`config.mk`:
```
export PLATFORM = sky130hd
export DESIGN_NAME = axis_spi_reg_bridge
export DESIGN_NICKNAME = d
export VERILOG_FILES = /design/src/rtl/axis_spi_reg_bridge.sv
export SDC_FILE = /design/constraint.sdc
export NUM_CORES = 1
export LEC_CHECK = 0
export ABC_AREA = 0
export CAP_MARGIN = 10
export CORE_ASPECT_RATIO = 1.2
export CORE_UTILIZATION = 29
export DETAILED_ROUTE_END_ITERATION = 10
export SKIP_CTS_REPAIR_TIMING = 1
export SYNTH_ARGS = -nofsm -noshare
export SYNTH_HDL_FRONTEND = slang
export SYNTH_SLANG_ARGS = --single-unit
```
`constraint.sdc`:
```
create_clock -name clk_i -period 2.8 [get_ports clk_i]
set_clock_uncertainty 0.15 [all_clocks]
set_input_delay 0.56 -clock clk_i [delete_from_list [all_inputs] [get_ports clk_i]]
set_output_delay 0.56 -clock clk_i [all_outputs]
set_load 0.05 [all_outputs]
```
`src/rtl/axis_spi_reg_bridge.sv`:
```
`timescale 1ns/1ps
// Register-access bridge in front of the SPI master. Each command becomes
// one byte frame {rw, addr} + DATA_BYTES payload on the tx stream, and the
// echoed rx bytes are gathered into a single response.
//
//   state | meaning
//   IDLE  | ready for a command
//   XFER  | frame in flight, tx and rx running concurrently
//   RESP  | response presented, waiting for rsp_ready_i
module axis_spi_reg_bridge #(
   parameter int         ADDR_WIDTH = 7,
   parameter int         DATA_BYTES = 2,
   parameter int         SLAVE_NUM  = 2,
   parameter logic [7:0] DUMMY_BYTE = 8'h00,
   parameter int         TIMEOUT    = 4096
) (
   input  logic                         clk_i,
   input  logic                         arstn_i,
   input  logic                         cmd_valid_i,
   output logic                         cmd_ready_o,
   input  logic                         cmd_rw_i,
   input  logic [ADDR_WIDTH-1:0]        cmd_addr_i,
   input  logic [8*DATA_BYTES-1:0]      cmd_wdata_i,
   input  logic [$clog2(SLAVE_NUM)-1:0] cmd_slave_i,
   output logic                         rsp_valid_o,
   input  logic                         rsp_ready_i,
   output logic [8*DATA_BYTES-1:0]      rsp_rdata_o,
   output logic                         rsp_err_o,
   output logic [$clog2(SLAVE_NUM)-1:0] addr_o,
   output logic [7:0]                   m_axis_tdata,
   output logic                         m_axis_tvalid,
   input  logic                         m_axis_tready,
   output logic                         m_axis_tlast,
   input  logic [7:0]                   s_axis_tdata,
   input  logic                         s_axis_tvalid,
   output logic                         s_axis_tready,
   input  logic                         s_axis_tlast
);

   localparam int FRAME = 1 + DATA_BYTES;
   localparam int FW    = 8 * FRAME;
   localparam int CW    = $clog2(FRAME + 1);
   localparam int TW    = (TIMEOUT > 2) ? $clog2(TIMEOUT) : 1;

   typedef enum logic [1:0] {IDLE, XFER, RESP} state_t;

   state_t                  state, state_nxt;
   logic [FW-1:0]           tx_sr;
   logic [CW-1:0]           tx_cnt;
   logic                    tx_valid;
   logic                    tx_done;
   logic [CW-1:0]           rx_cnt;
   logic [8*DATA_BYTES-1:0] rdata;
   logic                    err;
   logic [TW-1:0]           timer;
   logic [$clog2(SLAVE_NUM)-1:0] slave_sel;
   logic [8*DATA_BYTES-1:0] payload;
   logic                    cmd_hs, tx_hs, tx_last, rx_hs, rx_final, timeout;

   assign payload  = cmd_rw_i ? {DATA_BYTES{DUMMY_BYTE}} : cmd_wdata_i;
   assign cmd_hs   = cmd_valid_i & (state == IDLE);
   assign tx_last  = tx_valid & (tx_cnt == CW'(FRAME - 1));
   assign tx_hs    = tx_valid & m_axis_tready;
   // rx bytes outside XFER are accepted and dropped
   assign rx_hs    = (state == XFER) & s_axis_tvalid;
   assign rx_final = rx_hs & (rx_cnt == CW'(FRAME - 1));
   // rx handshake reloads the timer, so it wins over a coincident expiry
   assign timeout  = (state == XFER) & tx_done & ~rx_hs & (timer == '0);

   assign cmd_ready_o   = (state == IDLE);
   assign rsp_valid_o   = (state == RESP);
   assign rsp_rdata_o   = rdata;
   assign rsp_err_o     = err;
   assign addr_o        = slave_sel;
   assign m_axis_tdata  = tx_sr[FW-1 -: 8];
   assign m_axis_tvalid = tx_valid;
   assign m_axis_tlast  = tx_last;
   assign s_axis_tready = 1'b1;

   // state register
   always_ff @(posedge clk_i or negedge arstn_i) begin
      if (!arstn_i) state <= IDLE;
      else          state <= state_nxt;
   end

   // next-state decode
   always_comb begin
      state_nxt = state;
      case (state)
         IDLE:    if (cmd_hs)               state_nxt = XFER;
         XFER:    if (rx_final || timeout)  state_nxt = RESP;
         RESP:    if (rsp_ready_i)          state_nxt = IDLE;
         default:                           state_nxt = IDLE;
      endcase
   end

   // tx frame shifter: load on accept, shift out one byte per handshake
   always_ff @(posedge clk_i or negedge arstn_i) begin
      if (!arstn_i) begin
         tx_sr     <= '0;
         tx_cnt    <= '0;
         tx_valid  <= 1'b0;
         tx_done   <= 1'b0;
         slave_sel <= '0;
      end else if (cmd_hs) begin
         tx_sr     <= {cmd_rw_i, cmd_addr_i, payload};
         tx_cnt    <= '0;
         tx_valid  <= 1'b1;
         tx_done   <= 1'b0;
         slave_sel <= cmd_slave_i;
      end else if (tx_hs) begin
         tx_sr  <= tx_sr << 8;
         tx_cnt <= tx_cnt + 1'b1;
         if (tx_last) begin
            tx_valid <= 1'b0;
            tx_done  <= 1'b1;
         end
      end
   end

   // rx collection: header echo dropped, payload placed by byte position
   always_ff @(posedge clk_i or negedge arstn_i) begin
      if (!arstn_i) begin
         rx_cnt <= '0;
         rdata  <= '0;
         err    <= 1'b0;
      end else if (cmd_hs) begin
         rx_cnt <= '0;
         rdata  <= '0;
         err    <= 1'b0;
      end else begin
         if (rx_hs) begin
            rx_cnt <= rx_cnt + 1'b1;
            if (s_axis_tlast != (rx_cnt == CW'(FRAME - 1))) err <= 1'b1;
            for (int k = 1; k <= DATA_BYTES; k++) begin
               if (rx_cnt == CW'(k)) rdata[8*(DATA_BYTES-k) +: 8] <= s_axis_tdata;
            end
         end
         if (timeout) err <= 1'b1;
      end
   end

   // rx inactivity timer: down-counter, terminal count at zero
   always_ff @(posedge clk_i or negedge arstn_i) begin
      if (!arstn_i) begin
         timer <= '0;
      end else if (cmd_hs || rx_hs) begin
         timer <= TW'(TIMEOUT - 1);
      end else if ((state == XFER) && tx_done && (timer != '0)) begin
         timer <= timer - 1'b1;
      end
   end

endmodule
```
==> results of run 1 <==
==> layer usage <==
metal,GRT usage,up-vias
met5,0,-
met1,0.175,1137
met3,0.0333,10
met2,0.225,38
li1,-,1188
met4,0.0667,0
==> power by group through the flow <==
stage               registers [mW]  logic (mW)  clock network (mW)
CTS                           1.36        1.74                1.16
finish                        1.36        1.71                1.13
detailed placement            1.37        1.73                   0
global placement              1.36        1.70                   0
floorplan                     1.67       0.890                   0
global route                  1.40        1.84                1.20
==> worst paths after layout <==
path                       slack [ps]  depth (start not counted)         endpoint  startpoint
setup / recovery                  250                          4     m_axis_tlast   tx_cnt[0]
hold / removal                     80                          1  rsp_rdata_o[13]     arstn_i
setup reg to reg                  600                          6         state[0]    timer[0]
hold reg to reg                   370                          1           addr_o      addr_o
max in group asynchronous        1810                          2         tx_sr[3]     arstn_i
min in group clk_i                370                          1           addr_o      addr_o
==> logic make-up after synthesis <==
logic type      share of synthesized area
compound gates                      0.124
xor+xnor                          0.00871
fa+ha+maj                          0.0207
buf+inv                            0.0531
flops                               0.514
mux                                0.0635
other cells                       0.00124
simple gates                        0.214
==> state kept, by name (all words and copies together), names as in the netlist <==
register and flops:
tx_sr 24, rx_cnt 2, rsp_rdata_o 16, rsp_err_o 1, m_axis_tvalid 1, addr_o 1, state 2, tx_cnt 2
tx_done 1, timer 12
==> through the flow <==
step	worst slack (ps)	instances	hold slack, ps	area, sq um	utilization
after floorplan	464	309	114	3020	-
after detailed placement	523	483	356	3790	0.377
after global placement	574	483	348	3790	0.377
final	251	499	83.9	4100	0.408
after CTS	225	499	105	4100	0.408
after global routing	157	499	131	4100	0.408
==> critical path: cells and delay by family, from the launching register on <==
| kind | cells | cell delay (ps) |
|---|---|---|
| buffers and inverters | 2 | 870 |
| DFF | 1 | 350 |
| adders and majority gates | 1 | 170 |
| and+or+nand+nor | 1 | 120 |
==> final cells by class <==
class | instances | area (sq um)
tap | 126 | 158
fill | 984 | 5960
sequential | 62 | 1550
timing repair buffer | 74 | 748
clock buffer | 11 | 253
inverter | 7 | 26.3
multi-input combinational | 214 | 1310
clock inverter | 5 | 57.6
==> placed cells by master, fill, tap and decap left out, types with 3 or more instances in the layout <==
cell type        instances
or4_1                    3
and2_1                   3
nor2_1                  13
nand3_1                  8
a31oi_1                  3
mux2i_1                 18
clkinvlp_4               3
buf_4                    3
ha_1                     5
a21oi_1                 23
inv_1                    7
dfrtp_1                 62
and3_1                   4
o21ai_0                 30
nand3b_1                17
nand2_1                 52
o31ai_1                  3
clkdlybuf4s50_1         68
clkbuf_16                9
==> out/results.ini, run 1 <==
[run_status]
status = finished clean

[power]
intPower_mw = 2.52
peakVddDrop_mv = 0.379
sw_frac_of_total = 0.399
combPwrFrac = 0.408
cellLeakagePower_nw = 1.74
switchingPower_mw = 1.68
clock_power_share = 0.269
cellPowerDensity_nw_per_um2 = 1020
power.total_mw = 4.20
seqPwrFrac = 0.323

[routing]
firstDrtPassIters = 4
top_layer = met4
wl_met3_um = 225
wl_per_cell_um = 13.9
vias = 2373
route.detailed.drc = 0
ant_nets = 0
wl_um = 6950
met2_length_um = 3420
dr.first_iter.drc_count = 134
wl_met1_um = 3180
vias_per_cell = 4.76

[global_route]
grt_max_degree = 51
grt_pass1_wl_um = 11500
grt_antenna_before_repair = 0
grt_pass1_vias = 2389
grt_usage = 0.140
overflow = 0

[die]
die_width_um = 95.1
dieArea_sq_um = 10800
rows = 40
core_area_sq_um = 10100
io-pin-count = 71
initial_core_util = 0.300
die_h_um = 114

[cells_and_area]
area_growth_pct = 35.9
n_antenna_cell = 0
drive_gt1_frac = 0.0804
nets = 413

[critical_path]
crit_type = reg -> out
cp_cell_sequence = inv_1 > ha_1 > and2_1 > clkdlybuf4s50_1
critPathMaxStageDelay_ps = 790
required_ps = 2090
cp_slowest_cell = clkdlybuf4s50_1
worstSetupStartpointType = register
critPathMaxFanout = 2
cp.arrival_ps = 1840
crit_path_end_kind = primary output

[synthesis]
synth.top_cell.area_share = 0.514
synth-async-reset-ratio = 1.00
synth_area_sq_um = 3020
synth_largest_area_cell = dfrtp_1
synth_edf_count = 0
ys_types = 44
yosysMostFrequentCell = dfrtp_1
synth_fp_nets = 354
netlist_top_cells_area = dfrtp_1 (51%), nand2_1 (6.5%), mux2i_1 (6.0%), o21ai_0 (5.0%), nand3b_1 (4.2%)
synth_cells = 309
synth_ff_type = dfrtp_1
seq_area_frac_synth = 0.514
syn_area_per_cell_sq_um = 9.76
synth.ff_latch_count = 62
synth_common_cells = dfrtp_1 (62), nand2_1 (52), o21ai_0 (30), a21oi_1 (23), mux2i_1 (18)
ys_warn_count = 0

[timing]
drv_slew = 0
worst_slew_pin_slew_ps = 579
rsz0062_at_grt = no
finalCriticalPeriod_ps = 2550
finalHoldViolations = 0
setup_tns_ps = 0
fmax_ghz = 0.392
finalSetupViolCount = 0
fin_crit_sh = 0.910
relSlewSlack = 0.614

[clock_tree]
clock_sinks = 62
root_buffer = clkbuf_16
cts_buffer_depth = 2
cts_tree = built
clk_pin_slew_ps = 60
worstSkewPairLatency_ps = 320
htree_levels = 3
numCtsBuffers = 9

[place]
place_congestion = 0.778
dpl.hpwl_um = 4890
io_buffers = 69

[job]
drv_cap = 0

[worst_hold_path]
hold_class = in -> async

(Power assumes the default switching activity.)
==> inputs of run 2 (changes only) <==
- GPL_TIMING_DRIVEN: default -> 0
==> run 2 against run 1 <==
Effect of this change:
- first-iteration DRC count is 34% lower
- non-clock buffer count grew 21
- largest power group unchanged
- clock-buffer cell count is 2 higher
- largest cell class unchanged
- critical endpoint unchanged
- utilization grew 0.97 points
- cell area rose by 2.4%
- total power up 4.4%
- global-route usage up 1.1 points
- worst hold slack improved by 62 ps
- sequential power about the same
- clock power grew 9%
==> out/results.ini, run 2 (same netlist as run 1, synthesis figures left out) <==
[global_route]
grt_max_degree = 63
overflow = 0
grt_pass1_vias = 2432
grt_antenna_before_repair = 0
grt_pass1_wl_um = 12100
grt_usage = 0.151

[routing]
dr.first_iter.drc_count = 89
met2_length_um = 3670
wl_met1_um = 3410
top_layer = met4
ant_nets = 0
wl_um = 7480
route.detailed.drc = 0
vias_per_cell = 4.76
vias = 2473
wl_per_cell_um = 14.4
wl_met3_um = 274
firstDrtPassIters = 4

[power]
cellPowerDensity_nw_per_um2 = 1040
cellLeakagePower_nw = 1.80
peakVddDrop_mv = 0.383

[critical_path]
r2r_start = timer[0]
reg2reg_to = state[0]
critPathMaxStageDelay_ps = 810
critPathMaxFanout = 2
startpoint = tx_cnt[0]
reg2reg_depth = 6
cp.arrival_ps = 1900
rrSetupSlack_ps = 590
worstSetupStartpointType = register
cp_cell_sequence = inv_1 > ha_1 > and2_1 > clkdlybuf4s50_1
required_ps = 2090
crit_path_end_kind = primary output
crit_type = reg -> out
cp_slowest_cell = clkdlybuf4s50_1

[timing]
relSlewSlack = 0.456
setup_tns_ps = 0
finalHoldViolations = 0
fin_ws_ps = 193
rsz0062_at_grt = no
finalSetupViolCount = 0
worst_slew_pin_slew_ps = 816
fmax_ghz = 0.384
holdWs_ps = 145
finalCriticalPeriod_ps = 2610
drv_slew = 0
fin_crit_sh = 0.931

[place]
placement.cell_area_sq_um = 3860
post-place-ws_ps = 190
dpl.hpwl_um = 5200
place_congestion = 0.773
io_buffers = 69

[cells_and_area]
mostFrequentLayoutCells = clkdlybuf4s50_1 (68), dfrtp_1 (62), nand2_1 (52)
fillers = 990
area_growth_pct = 39.2
regMostFlops = tx_sr
finish.utilization = 0.417
n_antenna_cell = 0
layout_commonest_cell = clkdlybuf4s50_1
fin_area_sq_um = 4200
nets = 434
largest_reg_flops = 24
drive_gt1_frac = 0.0863

[clock_tree]
numCtsBuffers = 9
root_buffer = clkbuf_16
clk_pin_slew_ps = 50
cts_buffer_depth = 2
worstSkewPairLatency_ps = 330
htree_levels = 3
cts_tree = built
clock_sinks = 62

[die]
initial_core_util = 0.300
rows = 40
die_h_um = 114
die_width_um = 95.1
io-pin-count = 71
dieArea_sq_um = 10800
core_area_sq_um = 10100

[job]
drv_cap = 0

[run_status]
status = finished clean

[worst_hold_path]
hold_class = in -> async

run 2: cell count changes in the layout (fill, tap and decap cells not counted), sizes merged:
cell | previous run | this run
buf | 6 | 16
bufinv | 1 | 2
clkbuf | 11 | 24
clkinvlp | 3 | 0
run 2: stage by stage:
step | cells | power [mW]
4_1_cts | 520 | 4.44
6_report | 520 | 4.38
2_1_floorplan | 309 | 2.56
3_5_place_dp | 504 | 3.18
5_1_grt | 520 | 4.65
3_3_place_gp | 504 | 3.16
run 2: worst max-delay path by stage:
stage | to | depth (start not counted)
floorplan | tx_sr[10] | 7
global placement | tx_sr[5] | 1
detailed placement | tx_sr[21] | 6
CTS | m_axis_tlast | 4
global route | m_axis_tlast | 4
finish | m_axis_tlast | 4
run 2: critical path: cells and delay by family, from the launching register on:
kind / cells / cell delay (ps)
simple gates: 1 / 150
buf+inv: 2 / 890
flops: 1 / 350
fa+ha+maj: 1 / 180
run 2: cell type report:
cell class / instances / area (sq um) / area share
flip-flops and latches: 62 / 1550 / 0.370
repair buffers: 69 / 688 / 0.164
plain buffers: 26 / 134 / 0.0319
inverters: 7 / 26.3 / 0.00626
well taps: 126 / 158 / 0.0376
clock buffers: 13 / 270 / 0.0644
clock inverters: 3 / 65.1 / 0.0155
multi-input cells: 214 / 1310 / 0.311
run 2: report_power, final:
part	switching, mW	internal, mW
clock network	0.381	0.850
logic	1.16	0.663
registers	0.160	1.17
total	1.70	2.69
run 2: metal layers:
layer	GRT usage	vias to the layer above
met5	0	-
met1	0.194	1192
met2	0.239	44
li1	-	1228
met3	0.0400	9
met4	0.0636	0
